### src/rtl/btn_pkg.sv
// rtl/btn_pkg.sv - shared types and limits for the pushbutton debouncer
package btn_pkg;

  localparam int CNT_W            = 4;
  localparam int STABLE_TICKS_MAX = 15;

  typedef enum logic [1:0] {
    LOW     = 2'd0,
    CONF_HI = 2'd1,
    HIGH    = 2'd2,
    CONF_LO = 2'd3
  } btn_state_e;

endpackage

### src/rtl/btn_debounce_tick_if.sv
// rtl/btn_debounce_tick_if.sv - slow-clock/button inputs and debounced outputs
interface btn_debounce_tick_if;

  logic slow_clk;
  logic btn_raw;
  logic btn_level;
  logic btn_press;
  logic btn_release;
  logic btn_repeat;

  modport master (
    output slow_clk, btn_raw,
    input  btn_level, btn_press, btn_release, btn_repeat
  );

  modport slave (
    input  slow_clk, btn_raw,
    output btn_level, btn_press, btn_release, btn_repeat
  );

endinterface

### src/rtl/btn_debounce_tick_edge_tick.sv
// rtl/btn_debounce_tick_edge_tick.sv - one-flop rising-edge detector for slow data clocks
module edge_tick (
  input  logic clock,
  input  logic reset_n,
  input  logic din,
  output logic tick
);

  // Previous value resets high so a level already high at reset never looks like an edge.
  logic din_q;

  // Delay din by one system clock.
  always_ff @(posedge clock or negedge reset_n) begin
    if (!reset_n) din_q <= 1'b1;
    else          din_q <= din;
  end

  assign tick = din & ~din_q;

endmodule

### src/rtl/btn_debounce_tick.sv
// rtl/btn_debounce_tick.sv - tick-sampled pushbutton debouncer; auto-repeat under BTN_DEBOUNCE_REPEAT_EN
module btn_debounce_tick
  import btn_pkg::*;
#(
  parameter int STABLE_TICKS = 3,
  parameter int REPEAT_DELAY = 6,
  parameter int REPEAT_RATE  = 2
) (
  input  logic              clock,
  input  logic              reset_n,
  btn_debounce_tick_if.slave bus
);

  if (STABLE_TICKS < 1 || STABLE_TICKS > STABLE_TICKS_MAX ||
      REPEAT_DELAY < 1 || REPEAT_DELAY > STABLE_TICKS_MAX ||
      REPEAT_RATE  < 1 || REPEAT_RATE  > STABLE_TICKS_MAX) begin : g_param_check
    $error("btn_debounce_tick: parameter outside 1..15");
  end

  localparam logic [CNT_W-1:0] ST_CNT = CNT_W'(STABLE_TICKS);

  logic             sync_q1;
  logic             btn_s;
  logic             tick;
  btn_state_e       state_q, state_d;
  logic [CNT_W-1:0] stable_cnt, cnt_d, cnt_inc;
  logic             press_d, release_d;
  logic             level_q, press_q, release_q;

  // Two-flop synchroniser for the asynchronous button.
  always_ff @(posedge clock or negedge reset_n) begin
    if (!reset_n) begin
      sync_q1 <= 1'b0;
      btn_s   <= 1'b0;
    end else begin
      sync_q1 <= bus.btn_raw;
      btn_s   <= sync_q1;
    end
  end

  edge_tick u_slow_tick (
    .clock   (clock),
    .reset_n (reset_n),
    .din     (bus.slow_clk),
    .tick    (tick)
  );

  assign cnt_inc = stable_cnt + 1'b1;

  // Next state: only tick cycles move the FSM; a contrary sample discards confirm progress.
  always_comb begin
    state_d   = state_q;
    cnt_d     = stable_cnt;
    press_d   = 1'b0;
    release_d = 1'b0;
    if (tick) begin
      unique case (state_q)
        LOW: begin
          if (btn_s) begin
            if (ST_CNT == CNT_W'(1)) begin
              state_d = HIGH;
              cnt_d   = '0;
              press_d = 1'b1;
            end else begin
              state_d = CONF_HI;
              cnt_d   = CNT_W'(1);
            end
          end
        end
        CONF_HI: begin
          if (btn_s) begin
            if (cnt_inc == ST_CNT) begin
              state_d = HIGH;
              cnt_d   = '0;
              press_d = 1'b1;
            end else begin
              cnt_d = cnt_inc;
            end
          end else begin
            state_d = LOW;
            cnt_d   = '0;
          end
        end
        HIGH: begin
          if (!btn_s) begin
            if (ST_CNT == CNT_W'(1)) begin
              state_d   = LOW;
              cnt_d     = '0;
              release_d = 1'b1;
            end else begin
              state_d = CONF_LO;
              cnt_d   = CNT_W'(1);
            end
          end
        end
        CONF_LO: begin
          if (!btn_s) begin
            if (cnt_inc == ST_CNT) begin
              state_d   = LOW;
              cnt_d     = '0;
              release_d = 1'b1;
            end else begin
              cnt_d = cnt_inc;
            end
          end else begin
            state_d = HIGH;
            cnt_d   = '0;
          end
        end
      endcase
    end
  end

  // State, counter and registered outputs; level only moves together with a pulse.
  always_ff @(posedge clock or negedge reset_n) begin
    if (!reset_n) begin
      state_q    <= LOW;
      stable_cnt <= '0;
      level_q    <= 1'b0;
      press_q    <= 1'b0;
      release_q  <= 1'b0;
    end else begin
      state_q    <= state_d;
      stable_cnt <= cnt_d;
      press_q    <= press_d;
      release_q  <= release_d;
      if (press_d)        level_q <= 1'b1;
      else if (release_d) level_q <= 1'b0;
    end
  end

  assign bus.btn_level   = level_q;
  assign bus.btn_press   = press_q;
  assign bus.btn_release = release_q;

`ifdef BTN_DEBOUNCE_REPEAT_EN
  localparam logic [CNT_W-1:0] RPT_DLY = CNT_W'(REPEAT_DELAY);
  localparam logic [CNT_W-1:0] RPT_RT  = CNT_W'(REPEAT_RATE);

  logic [CNT_W-1:0] rpt_cnt, rpt_cnt_d, rpt_inc, rpt_tgt;
  logic             rpt_first, rpt_first_d;
  logic             rpt_d, rpt_q;

  assign rpt_inc = rpt_cnt + 1'b1;
  assign rpt_tgt = rpt_first ? RPT_DLY : RPT_RT;

  // Repeat timing: first pulse after the delay, then every rate; restarts on entry to HIGH.
  always_comb begin
    rpt_cnt_d   = rpt_cnt;
    rpt_first_d = rpt_first;
    rpt_d       = 1'b0;
    if (tick) begin
      if ((state_d == HIGH && state_q != HIGH) || state_d == LOW) begin
        rpt_cnt_d   = '0;
        rpt_first_d = 1'b1;
      end else if (state_q == HIGH || state_q == CONF_LO) begin
        if (rpt_inc == rpt_tgt) begin
          rpt_d       = 1'b1;
          rpt_cnt_d   = '0;
          rpt_first_d = 1'b0;
        end else begin
          rpt_cnt_d = rpt_inc;
        end
      end
    end
  end

  // Repeat counter and registered repeat pulse.
  always_ff @(posedge clock or negedge reset_n) begin
    if (!reset_n) begin
      rpt_cnt   <= '0;
      rpt_first <= 1'b1;
      rpt_q     <= 1'b0;
    end else begin
      rpt_cnt   <= rpt_cnt_d;
      rpt_first <= rpt_first_d;
      rpt_q     <= rpt_d;
    end
  end

  assign bus.btn_repeat = rpt_q;
`else
  assign bus.btn_repeat = 1'b0;
`endif

endmodule

### src/flat_wrapper.sv
// flat-port wrapper written by rule: the top's interface ports become plain ports
module btn_debounce_tick_flat import btn_pkg::*;
#(
  parameter int STABLE_TICKS = 3,
  parameter int REPEAT_DELAY = 6,
  parameter int REPEAT_RATE  = 2
)
  (clock, reset_n, bus_slow_clk, bus_btn_raw, bus_btn_level, bus_btn_press, bus_btn_release, bus_btn_repeat);
  btn_debounce_tick_if bus_i ();
  input  logic clock;
  input  logic reset_n;
  input wire logic [$bits(bus_i.slow_clk)-1:0] bus_slow_clk;
  input wire logic [$bits(bus_i.btn_raw)-1:0] bus_btn_raw;
  output wire logic [$bits(bus_i.btn_level)-1:0] bus_btn_level;
  output wire logic [$bits(bus_i.btn_press)-1:0] bus_btn_press;
  output wire logic [$bits(bus_i.btn_release)-1:0] bus_btn_release;
  output wire logic [$bits(bus_i.btn_repeat)-1:0] bus_btn_repeat;
  assign bus_i.slow_clk = bus_slow_clk;
  assign bus_i.btn_raw = bus_btn_raw;
  assign bus_btn_level = bus_i.btn_level;
  assign bus_btn_press = bus_i.btn_press;
  assign bus_btn_release = bus_i.btn_release;
  assign bus_btn_repeat = bus_i.btn_repeat;
  btn_debounce_tick #(.STABLE_TICKS(STABLE_TICKS), .REPEAT_DELAY(REPEAT_DELAY), .REPEAT_RATE(REPEAT_RATE)) u_core (.clock(clock), .reset_n(reset_n), .bus(bus_i));
endmodule
### config.mk
export PLATFORM = sky130hd
export DESIGN_NAME = btn_debounce_tick_flat
export DESIGN_NICKNAME = d
export VERILOG_FILES = /design/src/rtl/btn_pkg.sv /design/src/rtl/btn_debounce_tick_if.sv /design/src/rtl/btn_debounce_tick_edge_tick.sv /design/src/rtl/btn_debounce_tick.sv /design/src/flat_wrapper.sv
export SDC_FILE = /design/constraint.sdc
export NUM_CORES = 1
export LEC_CHECK = 0
export ABC_CLOCK_PERIOD_IN_PS = 2000
export CAP_MARGIN = 10
export CELL_PAD_IN_SITES_DETAIL_PLACEMENT = 0
export CELL_PAD_IN_SITES_GLOBAL_PLACEMENT = 2
export CORE_MARGIN = 4
export CORE_UTILIZATION = 33
export CTS_CLUSTER_SIZE = 40
export DETAILED_ROUTE_END_ITERATION = 12
export HOLD_SLACK_MARGIN = 0.08
export PLACE_DENSITY_LB_ADDON = 0.2
export SYNTH_ARGS = -nofsm -noshare
export SYNTH_HDL_FRONTEND = slang
export SYNTH_SLANG_ARGS = --single-unit
### constraint.sdc
create_clock -name clock -period 2 [get_ports clock]
set_clock_uncertainty 0.05 [all_clocks]
set_input_delay 0.3 -clock clock [delete_from_list [all_inputs] [get_ports clock]]
set_output_delay 0.3 -clock clock [all_outputs]
set_load 0.02 [all_outputs]
==> metrics.md, run 1 <==
| Metric | Value |
|---|---|
| Global route hottest layer | `met2` |
| Overall Global Routing Usage | `0.106` |
| Total CTS buffers | `3` |
| Number of antenna diodes | `0` |
| RR Startpoint | `u_core.stable_cnt[0]$_DFFE_PN0P_` |
| Grt met1 use | `0.127` |
| Seq cells post-synth | `12` |
| CTS max path bufs | `2` |
| Vias | `428` |
| First-pass GRT wire length | `1960 µm` |
| Mapped Cells | `52` |
| Initial Utilization | `0.367` |
| Status | `completed` |
| Area Overhead vs Synth | `17.5%` |
| Tot Pwr | `760 µW` |
| Vias in the first global route | `between 400 and 500` |
| Die X | `49.9 µm` |
| Top-count cell post-synth | `dfrtp_1` |
| Die Ht | `49.9 µm` |
| Drt pass-1 iters | `4` |
| Startpoint class of the critical path | `flip-flop` |
| Max Slew Vio Count | `0` |
| Post-synth EDFFs | `0` |
| Post-synth net total | `58` |
| FFs w/ async S/R, synth | `1.00` |
| CP Capture Type | `flip-flop` |
| Detail Route Antenna Nets | `0` |
| First DRT Iteration DRCs | `5` |
| CP arrival | `about 1.8 ns` |
| Max incr delay on CP | `0.46 ns` |
| DR WL/cell | `roughly 14 µm` |
| Highest net fanout along the worst path | `7` |
| Setup Viol. Count Final | `0` |
| Area share of the largest cell type after synthesis | `0.475` |
| CP Depth | `5` |
| Residual DRC | `0` |
| Post-Syn Area | `579 µm²` |
| Power Density | `1120 nW/µm²` |
| TritonCTS clock tree | `built` |
| Tightest Pin Transition | `around 0.53 ns` |
| Register area share after synthesis | `0.521` |
| Syn. warnings | `0` |
| Top Ports | `8` |
| Synthesized area per cell | `11.1 µm²` |
| WP buf/inv | `0` |
| Worst Setup SP | `u_core.stable_cnt[0]$_DFFE_PN0P_` |
| Max VDD drop | `between 0.4 and 0.5 mV` |
| Worst reg2reg path depth | `5` |
| Clock Pin Slew Worst Setup and Hold Paths | `0.08 ns` |
| Vias per cell | `5.56` |
| RSZ-0062 raised after global routing | `false` |
| FMAX | `between 500 and 600 MHz` |
| H-tree depth | `1` |
| Largest delay contributor family on the critical path | `flip-flops` |
| Final Critical Period | `1.73 ns` |
| Register-to-register setup slack | `0.27 ns` |
| Cell row count | `14` |
| Pleak | `0.307 nW` |
| Synth Flop Type | `dfrtp_1` |
| Root Buffer | `clkbuf_4` |
| Core area | `1580 µm²` |
| Post-CTS Hold Fix Bufs | `0` |
| Distinct cell type count after synthesis | `31` |
| # resized after CTS | `0` |
| Nets | `68` |
| Hold crit path type | `reg2reg` |
| Gpl congestion | `~0.73` |
| Clk sink count | `12` |
| Total congestion overflow | `0` |
| Crit path cell chain | `ha_1 -> nor3_1 -> a41o_1 -> nand3_1 -> mux2_1` |
| Worst rel slew slack | `0.647` |
| Max_cap viols | `0` |
| Final WL | `1100 µm` |
| Layout cells sized above 1 | `0.115` |
| Post-CTS Setup Inserts | `0` |
| Worst-skew pair later-pin latency | `0.27 ns` |
| Leading area contributor after synthesis | `dfrtp_1` |
| Post-route setup TNS | `0 ns` |
| GR Util met3 | `0.0331` |
| Initial antenna violation count | `0` |
| Crit path kind | `reg2reg` |
| Largest net degree at the start of global routing | `13` |
| Period utilisation layout | `0.867` |
| Met2 Track Usage GR | `0.154` |
| Worst Path Required | `2.11 ns` |
| Final HPWL DP | `a little over 800 µm` |
| Post-synth top cells | `dfrtp_1, a21oi_1, nand2_1, nand3_1, nor3b_1` |
| Number of port buffers | `6` |
| Final Hold Fails | `0` |
| Slowest cell on crit path | `dfrtp_1` |
| Die area | `around 2500 µm²` |
| Synth area leaders | `dfrtp_1, dfstp_2, ha_1` |
## stage by stage
step	cells	utilization	setup WS [ns]	area (µm²)	hold WS, ns
after floorplan	52	-	0.433	579	-0.0456
after global placement	73	0.415	0.289	654	0.284
after detailed placement	73	0.415	0.226	654	0.294
after CTS	77	0.432	0.267	681	0.312
after global routing	77	0.432	0.120	681	0.326
final	77	0.432	0.266	681	0.309
## kinds of logic after synthesis
| kind of cell | after synthesis | share of synthesized area |
|---|---|---|
| AO/OA/AOI/OAI | 14 | 0.179 |
| XOR/XNOR | 1 | 0.0151 |
| adder cells (fa/ha/maj) | 2 | 0.0432 |
| buffers and inverters | 4 | 0.0346 |
| flip-flops | 12 | 0.521 |
| multiplexers | 2 | 0.0367 |
| other | 1 | 0.00647 |
| AND/OR/NAND/NOR | 16 | 0.164 |
## how the worst min path moves through the flow
stage | startpoint | endpoint | slack, ns | cells after the start
finish | u_core.sync_q1$_DFF_PN0_ | u_core.btn_s$_DFF_PN0_ | 0.31 | 0
global route | u_core.sync_q1$_DFF_PN0_ | u_core.btn_s$_DFF_PN0_ | 0.33 | 0
CTS | u_core.sync_q1$_DFF_PN0_ | u_core.btn_s$_DFF_PN0_ | 0.31 | 0
detailed placement | u_core.sync_q1$_DFF_PN0_ | u_core.btn_s$_DFF_PN0_ | 0.29 | 0
global placement | u_core.sync_q1$_DFF_PN0_ | u_core.btn_s$_DFF_PN0_ | 0.28 | 0
floorplan | reset_n | asynchronous set/reset pin | -0.05 | 0
## layer usage
layer | share of wire | wire length, µm | vias to the layer above
met2 | 0.46 | 510 | 15
met5 | 0 | 0 | -
li1 | - | - | 205
met4 | 0.026 | 28 | 0
met1 | 0.45 | 490 | 204
met3 | 0.062 | 68 | 4
## final cells by class
cell class                 count  area, µm²
clock buffer                   4       26.3
fill                         147        896
inverter                       2       7.51
multi-input combinational     36        258
sequential                    12        302
tap                           16       20.0
timing repair buffer           7       67.6
## sequential cells by signal (all words and copies together) (netlist names), named ones only
name / cells
u_core.state_q: 1
u_core.bus.btn_level: 1
u_core.u_slow_tick.din_q: 1
u_core.bus.btn_release: 1
u_core.sync_q1: 1
u_core.stable_cnt: 4
u_core.bus.btn_press: 1
u_core.btn_s: 1
## where the power goes
group,internal (mW),leakage (nW),switching [mW]
logic,0.105,0.146,0.113
registers,0.296,0.147,0.0855
clock network,0.0773,0.0150,0.0839
total,0.478,0.307,0.282
## cell usage in the layout (no fill, tap or decap)
cell	synthesis	routed
ha_1	2	2
o21ai_1	1	1
dfstp_2	1	1
clkdlybuf4s50_1	0	6
and4_4	1	1
mux2i_1	1	1
nand2_1	3	3
conb_1	1	1
o31ai_2	1	1
nor3_1	1	1
nor2b_1	1	1
nor2_1	1	1
a31o_1	1	1
xor2_1	1	1
o21ai_0	1	1
clkbuf_4	0	3
a31oi_1	1	1
a21oi_1	3	3
inv_1	2	2
mux2_1	1	1
dfrtp_1	11	11
a41o_1	1	1
a21o_1	1	1
and2_1	2	2
clkbuf_1	0	1
nand3b_1	1	1
nor3b_1	3	3
nand3_1	3	3
o21bai_1	1	1
a21bo_1	1	1
a21boi_0	1	1
buf_4	1	1
a211o_1	1	1
No activity file was read; power rests on OpenSTA's default activity.
==> run 2, diff against run 1 <==
Settings changed: CAP_MARGIN 10 to not set, CORE_MARGIN 4 to not set.
==> metrics.md, run 2 (synthesis gave the netlist of run 1 again) <==
| Metric | Value |
|---|---|
| Detail Route Antenna Nets | `0` |
| Die area | `1930 µm²` |
| Startpoint class of the critical path | `flip-flop` |
| Largest register FFs | `4` |
| Period utilisation layout | `0.869` |
| Max Slew Vio Count | `0` |
| Max_cap viols | `0` |
| Hold crit path type | `reg2reg` |
| Tightest Pin Transition | `0.522 ns` |
| Final Critical Period | `about 1.7 ns` |
| Status | `completed` |
| Root Buffer | `clkbuf_4` |
| Highest net fanout along the worst path | `7` |
| Vias per cell | `5.26` |
| Cell row count | `14` |
| Layout cells sized above 1 | `0.115` |
| Worst Path Required | `2.11 ns` |
| Post-CTS Setup Inserts | `0` |
| Slowest cell on crit path | `dfrtp_1` |
| Most frequent cells in the layout | `dfrtp_1, clkdlybuf4s50_1` |
| Hold Path Depth | `0` |
| Tot Pwr | `about 750 µW` |
| Number of antenna diodes | `0` |
| Clk sink count | `12` |
| Die Ht | `around 44 µm` |
| First DRT Iteration DRCs | `11` |
| Pleak | `0.307 nW` |
| Worst rel slew slack | `0.651` |
| Vias | `405` |
| Final Hold Fails | `0` |
| DR WL/cell | `12.9 µm` |
| Core area | `between 1500 and 2000 µm²` |
| Largest delay contributor family on the critical path | `flip-flops` |
| Die X | `43.9 µm` |
| Largest net degree at the start of global routing | `13` |
| Total congestion overflow | `0` |
| Hold path startpoint | `u_core.sync_q1$_DFF_PN0_` |
| FMAX | `~580 MHz` |
| Overall Global Routing Usage | `0.132` |
| WP buf/inv | `0` |
| Register-to-register setup slack | `about 0.26 ns` |
| Top Ports | `8` |
| RR Startpoint | `u_core.stable_cnt[0]$_DFFE_PN0P_` |
| Worst reg2reg path depth | `5` |
| Number of port buffers | `6` |
| Clock Pin Slew Worst Setup and Hold Paths | `0.08 ns` |
| Initial Utilization | `0.367` |
| # resized after CTS | `0` |
| Final HPWL DP | `780 µm` |
| Most common cell after layout, fill and taps aside | `dfrtp_1` |
| Fill count | `152` |
| Crit path kind | `reg2reg` |
| First-pass GRT wire length | `1770 µm` |
| Initial antenna violation count | `0` |
| Area of the multi-input gates | `258 µm²` |
| Residual DRC | `0` |
| RSZ-0062 raised after global routing | `false` |
| TritonCTS clock tree | `built` |
| Total CTS buffers | `3` |
| Drt pass-1 iters | `6` |
| H-tree depth | `1` |
| WHS Endpoint | `u_core.btn_s$_DFF_PN0_` |
| Setup Viol. Count Final | `0` |
| Final WL | `994 µm` |
| CP Capture Type | `flip-flop` |
| CTS max path bufs | `2` |
| Max VDD drop | `approximately 0.54 mV` |
| Post-CTS Hold Fix Bufs | `0` |
| Top reg by flops | `u_core.stable_cnt` |
| Max incr delay on CP | `roughly 0.45 ns` |
| Vias in the first global route | `392` |
| Area Overhead vs Synth | `17.5%` |
| Gpl congestion | `0.815` |
| Power Density | `about 1100 nW/µm²` |
| Post-route setup TNS | `0 ns` |
| Crit path cell chain | `ha_1 -> nor3_1 -> a41o_1 -> nand3_1 -> mux2_1` |
| Nets | `68` |
| Sequential cell area | `302 µm²` |
| Worst-skew pair later-pin latency | `0.27 ns` |
| CP arrival | `~1.9 ns` |
[run 2: metal layers]
metal / wire (µm) / GRT usage / vias to the layer above
li1: - / - / 205
met1: 479 / 0.160 / 187
met2: 469 / 0.188 / 11
met3: 39 / 0.0833 / 2
met4: 6 / 0.0545 / 0
met5: 0 / 0 / -
[run 2: layout make-up]
type,instances,share of cell area
Clock buffer,4,0.0386
Inverter,2,0.0110
Multi-Input combinational cell,36,0.379
Sequential cell,12,0.443
Tap cell,16,0.0294
Timing Repair Buffer,7,0.0993
[run 2: per-stage QoR]
stage / hold WS, ns / util / area (µm²) / setup WS (ns) / instances
2_1_floorplan: -0.0456 / - / 579 / 0.433 / 52
3_5_place_dp: 0.295 / 0.415 / 654 / 0.237 / 73
5_1_grt: 0.314 / 0.432 / 681 / 0.0568 / 77
3_3_place_gp: 0.284 / 0.415 / 654 / 0.287 / 73
4_1_cts: 0.310 / 0.432 / 681 / 0.238 / 77
6_report: 0.306 / 0.432 / 681 / 0.262 / 77
[run 2: where the power goes]
group | internal (mW) | switching, mW
combinational | 0.105 | 0.110
sequential | 0.296 | 0.0825
clock | 0.0771 | 0.0760
[run 2: how the worst max path moves through the flow]
stage,endpoint,depth (start not counted),slack [ns],start
floorplan,flip-flop,5,0.43,u_core.stable_cnt[0]$_DFFE_PN0P_
global placement,flip-flop,5,0.29,bus_slow_clk
detailed placement,flip-flop,5,0.24,bus_slow_clk
CTS,flip-flop,5,0.24,u_core.stable_cnt[0]$_DFFE_PN0P_
global route,flip-flop,5,0.06,u_core.stable_cnt[0]$_DFFE_PN0P_
finish,flip-flop,5,0.26,u_core.stable_cnt[0]$_DFFE_PN0P_
==> run 3, diff against run 2 <==
Settings changed: CTS_CLUSTER_SIZE 40 to not set.
==> results of run 3 <==
No change in the layout: final DEF, timing and power equal those of run 2.
